===== config.mk =====
export PLATFORM = sky130hd
export DESIGN_NAME = song_sequencer
export DESIGN_NICKNAME = d
export VERILOG_FILES = /design/src/rtl/song_sequencer.sv
export SDC_FILE = /design/constraint.sdc
export NUM_CORES = 1
export LEC_CHECK = 0
export ABC_AREA = 1
export ABC_CLOCK_PERIOD_IN_PS = 1500
export CAP_MARGIN = 20
export CORE_MARGIN = 10
export CORE_UTILIZATION = 49
export CTS_CLUSTER_SIZE = 30
export DETAILED_ROUTE_END_ITERATION = 10
export GPL_ROUTABILITY_DRIVEN = 1
export GPL_TIMING_DRIVEN = 0
export MAX_ROUTING_LAYER = met4
export PLACE_DENSITY = 0.83
export SYNTH_ARGS = -nofsm -noshare
export SYNTH_HDL_FRONTEND = slang
export SYNTH_SLANG_ARGS = --single-unit

===== constraint.sdc =====
create_clock -name clk -period 1.5 [get_ports clk]
set_clock_uncertainty 0.1 [all_clocks]
set_input_delay 0.15 -clock clk [delete_from_list [all_inputs] [get_ports clk]]
set_output_delay 0.15 -clock clk [all_outputs]
set_load 0.02 [all_outputs]

===== src/rtl/song_sequencer.sv =====
// song_sequencer: tempo-driven playback controller.
// Walks note positions 0..SONG_LEN-1. Each note is fetched from song storage
// over a req/ack port and then presented for one beat of TICK_DIV cycles.
// Playback supports start, pause and stop, and signals the end of the song.
// Build option: define SONG_SEQ_LOOP_EN to repeat the song until stop. In that
// build, done pulses at each wrap back to position 0.
module song_sequencer #(
  parameter int TICK_DIV = 100000,
  parameter int SONG_LEN = 32,
  parameter int AW       = 5
) (
  input  logic          clk,
  input  logic          nrst,
  input  logic          start,
  input  logic          pause,
  input  logic          stop,
  output logic          rd_req,
  output logic [AW-1:0] rd_addr,
  input  logic          rd_ack,
  input  logic [1:0]    rd_note,
  output logic [1:0]    note_out,
  output logic          note_valid,
  output logic [AW-1:0] position,
  output logic          busy,
  output logic          done
);

  localparam int            CW        = $clog2(TICK_DIV);
  localparam logic [CW-1:0] BEAT_LAST = CW'(TICK_DIV - 1);
  localparam logic [AW-1:0] POS_LAST  = AW'(SONG_LEN - 1);

  typedef enum logic [2:0] {
    S_IDLE,
    S_FETCH,
    S_PLAY,
    S_PAUSED,
    S_DONE
  } state_e;

  state_e        state_q, state_d;
  logic [AW-1:0] position_q, position_d;
  logic [CW-1:0] beat_cnt_q, beat_cnt_d;
  logic [1:0]    note_q, note_d;
  logic          note_valid_q, note_valid_d;
  logic          done_q, done_d;

  // State register plus datapath registers, all cleared by the async reset.
  always_ff @(posedge clk or negedge nrst) begin
    if (!nrst) begin
      state_q      <= S_IDLE;
      position_q   <= '0;
      beat_cnt_q   <= '0;
      note_q       <= '0;
      note_valid_q <= 1'b0;
      done_q       <= 1'b0;
    end else begin
      // NOTE: non-blocking so every register samples pre-edge values of the others.
      state_q      <= state_d;
      position_q   <= position_d;
      beat_cnt_q   <= beat_cnt_d;
      note_q       <= note_d;
      note_valid_q <= note_valid_d;
      done_q       <= done_d;
    end
  end

  // Next-state logic. stop overrides every state, including a start in the same cycle.
  always_comb begin
    // NOTE: defaults first so that no path leaves a signal unassigned (no latches).
    state_d      = state_q;
    position_d   = position_q;
    beat_cnt_d   = beat_cnt_q;
    note_d       = note_q;
    note_valid_d = 1'b0;
    done_d       = 1'b0;

    if (stop) begin
      state_d    = S_IDLE;
      position_d = '0;
      beat_cnt_d = '0;
      note_d     = '0;
    end else begin
      unique case (state_q)
        S_IDLE: begin
          if (start) begin
            state_d    = S_FETCH;
            position_d = '0;
            beat_cnt_d = '0;
          end
        end
        S_FETCH: begin
          // Wait for storage with no timeout. The note and its valid pulse land together.
          if (rd_ack) begin
            note_d       = rd_note;
            note_valid_d = 1'b1;
            beat_cnt_d   = '0;
            state_d      = S_PLAY;
          end
        end
        S_PLAY: begin
          if (pause) begin
            state_d = S_PAUSED;
          end else if (beat_cnt_q == BEAT_LAST) begin
            beat_cnt_d = '0;
            if (position_q == POS_LAST) begin
              done_d = 1'b1;
`ifdef SONG_SEQ_LOOP_EN
              state_d    = S_FETCH;
              position_d = '0;
`else
              state_d    = S_DONE;
`endif
            end else begin
              position_d = position_q + AW'(1);
              state_d    = S_FETCH;
            end
          end else begin
            beat_cnt_d = beat_cnt_q + CW'(1);
          end
        end
        S_PAUSED: begin
          // The beat counter stays frozen. Counting resumes from the held value.
          if (!pause) state_d = S_PLAY;
        end
        S_DONE: begin
          state_d = S_IDLE;
        end
        default: begin
          state_d = S_IDLE;
        end
      endcase
    end
  end

  // Gating the request with stop lets storage see it withdrawn in the stop cycle itself.
  assign rd_req     = (state_q == S_FETCH) && !stop;
  assign rd_addr    = position_q;
  assign note_out   = note_q;
  assign note_valid = note_valid_q;
  assign position   = position_q;
  assign busy       = (state_q == S_FETCH) || (state_q == S_PLAY) || (state_q == S_PAUSED);
  assign done       = done_q;

endmodule


== Word level (Yosys, flattened, before mapping) ==
Cells that the tools add are included.
Word-level totals
  memories kept: 0
  memory bits (read-only): 0
  latch bits: 0
  bits of input ports: 8
  register bits after elaboration: 29
  bits in writable memories: 0
  logic and storage cells: 64
Cells by class
  shift-type cells: 0
  $lt $le $gt $ge: 0
  $add $sub $neg: 2
  muxes and demuxes: 31
  eq/ne operators: 12
  bitwise operators: 0
  divide/modulo/power cells: 0
  multiply operators: 0
  reductions and logical operators: 13
Operator list (count)
  17-bit 2-to-1 mux: 5
  17-bit case mux with 3 select lines: 1
  5-bit 2-to-1 mux: 5
  3-bit 2-to-1 mux: 7
  3-bit != test (second input constant): 6
  17-bit by 1-bit adder with 17-bit output (second input constant): 1
  17-bit equality test (second input constant): 1
  3-bit case mux with 4 select lines: 1
  5-bit case mux with 2 select lines: 1
  1-bit 2-to-1 mux: 8
  4-bit AND reduction: 2
  3-bit by 2-bit equality test with 1-bit output (second input constant): 2
  2-bit 2-to-1 mux: 3
  5-bit by 1-bit adder with 5-bit output (second input constant): 1
  5-bit equality test (second input constant): 1
  5-bit AND reduction: 1
  4-bit != test (second input constant): 1
  2-bit nonzero test: 2
  4-bit nonzero test: 1
  3-bit by 1-bit equality test with 1-bit output (second input constant): 1
  3-bit zero test: 1
  3-bit nonzero test: 1
  1-bit logical OR: 2
  2-bit AND reduction: 1
  2 further kinds: 2

== Depth between registers and ports, before layout ==
  depth after elaboration: 6
  mapped depth: 10
  depth with buffers taken out: 10

== Worst setup path after synthesis ==
OpenSTA, ideal clock, no wires.
  path kind: reg2reg
  from: register position_q[0] (netlist: position[0])
  to: register position_q[2] (netlist: position[2])
  data required time: 1274 ps
  path slack: -195 ps
  path buffers: 0
  cell stages (with the launch flop): 11
  arrival time: 1469 ps
  cell sequence: dfrtp_1 -> ha_1 -> nand2_1 -> nor2_1 -> ha_1 -> nand2_1 -> o22ai_1 -> nor2_1 -> nand2_2 -> nand2_1 -> o21ai_0
On the way
  cells in the longest elaborated chain, start to end: 6
  elaborated cells on any way between the ends: 9
  classes of those cells: 1 x add/sub; 2 x eq/ne; 5 x mux; 1 x reduce/logical
Ends and longest elaborated chain
  start, declared: RTL line 41  | logic [AW-1:0] position_q, position_d;
  start signal, assigned: RTL line 59  | position_q <= position_d;
  5-bit by 1-bit adder with 5-bit output: RTL line 114  | position_d = position_q + AW'(1);
  5-bit 2-to-1 mux: RTL line 105  | if (position_q == POS_LAST) begin
  5-bit 2-to-1 mux: RTL line 103  | end else if (beat_cnt_q == BEAT_LAST) begin
  5-bit 2-to-1 mux: RTL line 101  | if (pause) begin
  5-bit case mux with 2 select lines: RTL line 83  | unique case (state_q)
  5-bit 2-to-1 mux: RTL line 77  | if (stop) begin
Parallel ways exist; a longest one is shown, timed or not. The select of a mux whose other input is x is not followed.
A chain may end at the register's enable or synchronous reset.

== Worst setup path after layout ==
  from: register beat_cnt_q[11]
  to: register position_q[2] (netlist: position[2])
On the way
  cells in the longest elaborated chain, start to end: 3
Ends and longest elaborated chain
  start, declared: RTL line 42  | logic [CW-1:0] beat_cnt_q, beat_cnt_d;
  start signal, assigned: RTL line 60  | beat_cnt_q <= beat_cnt_d;
  17-bit equality test: RTL line 103
  3-bit != test (no line)
  5-bit AND reduction (no line)
Every way passes these cells.

==> flow_summary.yaml <==
synth:
  synth_cell_types: 24
  ys_ff_latch: 29
  yosysSeqAreaShare_pct: 40.1
  ys.warnings.count: 0
  synth_top_cell_by_area: "dfrtp_1"
  synth.top_cell.area_share_pct: 40.1
  synth_ff_type: "dfrtp_1"
  synth_area_um2: 1810
  synthArstFlopShare_pct: 100
  synth.most_common_cell: "nand2_1"
  synth_edf_count: 0
  syn_nets: 274
  syn_area_per_cell_um2: 6.89
  synth_cells: 263
  synth_area_leaders: "dfrtp_1 40%, nand2_1 16%, nand3_1 8.3%"
  synthTopCellsByCount: "77 x nand2_1, 38 x nor2_1, 34 x inv_1, 30 x nand3_1, 29 x dfrtp_1"
grt:
  grt_start_max_net_pins: 16
  grt_pass1_wl_um: 8620
  grt_overflow: 0
  grt_usage_pct: 17.0
  grt_pass1_vias: 1809
  antenna_found_initial: 0
layout:
  multiInputGateArea_um2: 1130
  syn_to_final_growth_pct: 50.8
  filler_cell_count: 216
  final_util_pct: 75.8
  antenna_cells: 0
  nNetsFinal: 332
  final-seq-area_um2: 731
  drive_above_1_share_pct: 33.9
min_path:
  hold_path.class: "input port to asynchronous set/reset pin"
cts:
  numCtsBuffers: 5
  clock_sinks: 29
  clk_pin_slew_ps: 70
  cts_tree: "built"
  h-tree-depth: 2
  cts-root-buf: "clkbuf_8"
  insertion_delay_ps: 290
  clockBufferDepth: 2
power:
  ir_worst_vdd_mv: 0.545
  swShare_pct: 40.8
  power_leakage_nw: 1.32
  p_int_w: 0.00206
  pwr-share-seq_pct: 25.7
  p_comb_share_pct: 53.2
  pwr-share-clk_pct: 21.0
  power_density_nw_per_um2: 1270
  p_switching_w: 0.00142
outcome:
  outcome: "complete, but fails checks"
  failed_checks: "negative setup slack"
sta:
  hold_violations: 0
  worst_slew_pin_slew_ps: 761
  slew_viol_final: 0
  fmax_mhz: 561
  hold_slack_ps: 199
  finalCritPeriodShare_pct: 119
  min_period_ps: 1780
  rsz0062_at_grt: "yes"
  setup_violations: 27
  fin_ws_ps: -284
  maxSlewHeadroom_pct: 49.1
drt:
  route.detailed.drc: 0
  drt_pre_antenna_iters: 6
  wl_per_cell_um: 16.6
  viasPerCell: 5.57
  postRouteAntennaNets: 0
  first_iter_violations: 382
  wl_um: 6150
  vias: 2060
placed_design:
  portBuffers: 23
  dp_hpwl_um: 3140
  dp_slack_ps: -460
  place.gp.congestion: 0.969
die:
  die-height_um: 80.8
  initial_core_util_pct: 50.2
  core_um2: 3610
  top_level_ports: 24
  die_w_um: 80.8
  dieArea_um2: 6530
  fp-row-count: 22
critical_path:
  critPathMaxFanout: 6
  end_kind: "flop"
  path_class: "flop to flop"
  worstPathArrival_ps: 1860
  cp-start-kind: "flop"
  crit_required_ps: 1580
flow_run:
  max_cap_violations: 0
logic make-up (layout without fill, tap and decap cells):
logic type	Yosys count	after routing	synth area share, %
buf+inv	43	101	10.8
xor+xnor	3	3	1.45
simple gates	163	164	39.2
fa+ha+maj	3	3	2.07
flops	29	29	40.1
compound gates	22	22	6.35
registers in the layout (all words and copies together) (netlist names):
register / cells
position: 5
note_valid: 1
state_q: 3
done: 1
note_out: 2
beat_cnt_q: 17
worst max-delay path, cell delays in order, from the launching register on:
cell	delay [ps]
dfrtp_2	460
nor2_1	120
nand2_1	60
nor2_1	240
nand3_2	220
nand2_4	190
nand2_2	120
nand2_1	90
o21ai_1	60
power by group through the flow:
stage               registers, W  logic [W]  clock network (W)
floorplan               0.000931   0.000642                  0
global placement        0.000912   0.000950                  0
detailed placement      0.000916   0.000979                  0
CTS                     0.000887    0.00135           0.000735
global route            0.000898    0.00195           0.000769
finish                  0.000893    0.00185           0.000730
placed cells by master, fill, tap and decap left out, drive strengths merged:
| cell type | instances |
|---|---|
| nand3 | 31 |
| dlymetal6s2s | 1 |
| nand3b | 2 |
| o21ai | 11 |
| ha | 3 |
| xor2 | 3 |
| nor4 | 1 |
| clkinv | 2 |
| inv | 34 |
| clkdlybuf4s15 | 1 |
| buf | 36 |
| nand2 | 81 |
| o22ai | 1 |
| clkbuf | 8 |
| a21oi | 10 |
| clkdlybuf4s50 | 7 |
| dfrtp | 29 |
| nor3 | 4 |
| nand4 | 2 |
| nor2 | 43 |
| dlygate4sd2 | 12 |
final timing paths:
check	cells past startpoint	slack (ps)	startpoint	endpoint
max	8	-280	beat_cnt_q[11]$_DFFE_PN0P_	position[2]$_DFFE_PN0P_
max in group asynchronous	2	510	nrst	position[1]$_DFFE_PN0P_
min reg2reg	2	440	note_out[0]$_DFFE_PN0P_	note_out[0]$_DFFE_PN0P_
max reg2reg	8	-280	beat_cnt_q[11]$_DFFE_PN0P_	position[2]$_DFFE_PN0P_
min in group clk	3	320	rd_note[0]	note_out[0]$_DFFE_PN0P_
min	1	200	nrst	note_out[0]$_DFFE_PN0P_
area by class of cell:
type	count	area share (%)
inverters	35	5.36
flip-flops and latches	29	26.7
multi-input cells	192	41.5
repair buffers	50	17.8
well taps	48	2.20
clock inverters	1	0.183
plain buffers	8	2.75
clock buffers	7	3.53
per-stage QoR:
stage | TNS (ps) | total power, W | instance area [µm²] | instances
after global routing | -6440 | 0.00361 | 2730 | 370
after CTS | -2040 | 0.00297 | 2480 | 360
final | -5290 | 0.00347 | 2730 | 370
after floorplan | -490 | 0.00157 | 1840 | 263
after detailed placement | -10020 | 0.00190 | 2140 | 335
after global placement | -17600 | 0.00186 | 2130 | 334
per-layer routing:
| metal | vias to the layer above | part of all wire, % | global-route usage (%) |
|---|---|---|---|
| met2 | 139 | 50 | 28.3 |
| met4 | 0 | 4.2 | 7.09 |
| li1 | 941 | - | - |
| met5 | - | 0 | - |
| met3 | 32 | 9.3 | 3.42 |
| met1 | 948 | 37 | 19.4 |
repair_timing:
item,4_1_cts,5_1_grt
hold buffers,0,0
pin swaps,14,21
gates cloned,1,1
resized for setup,49,58
endpoints found under the hold margin,0,0
endpoints found under the setup margin,39,31
buffers inserted,16,9
No activity file was read; power rests on OpenSTA's default activity.
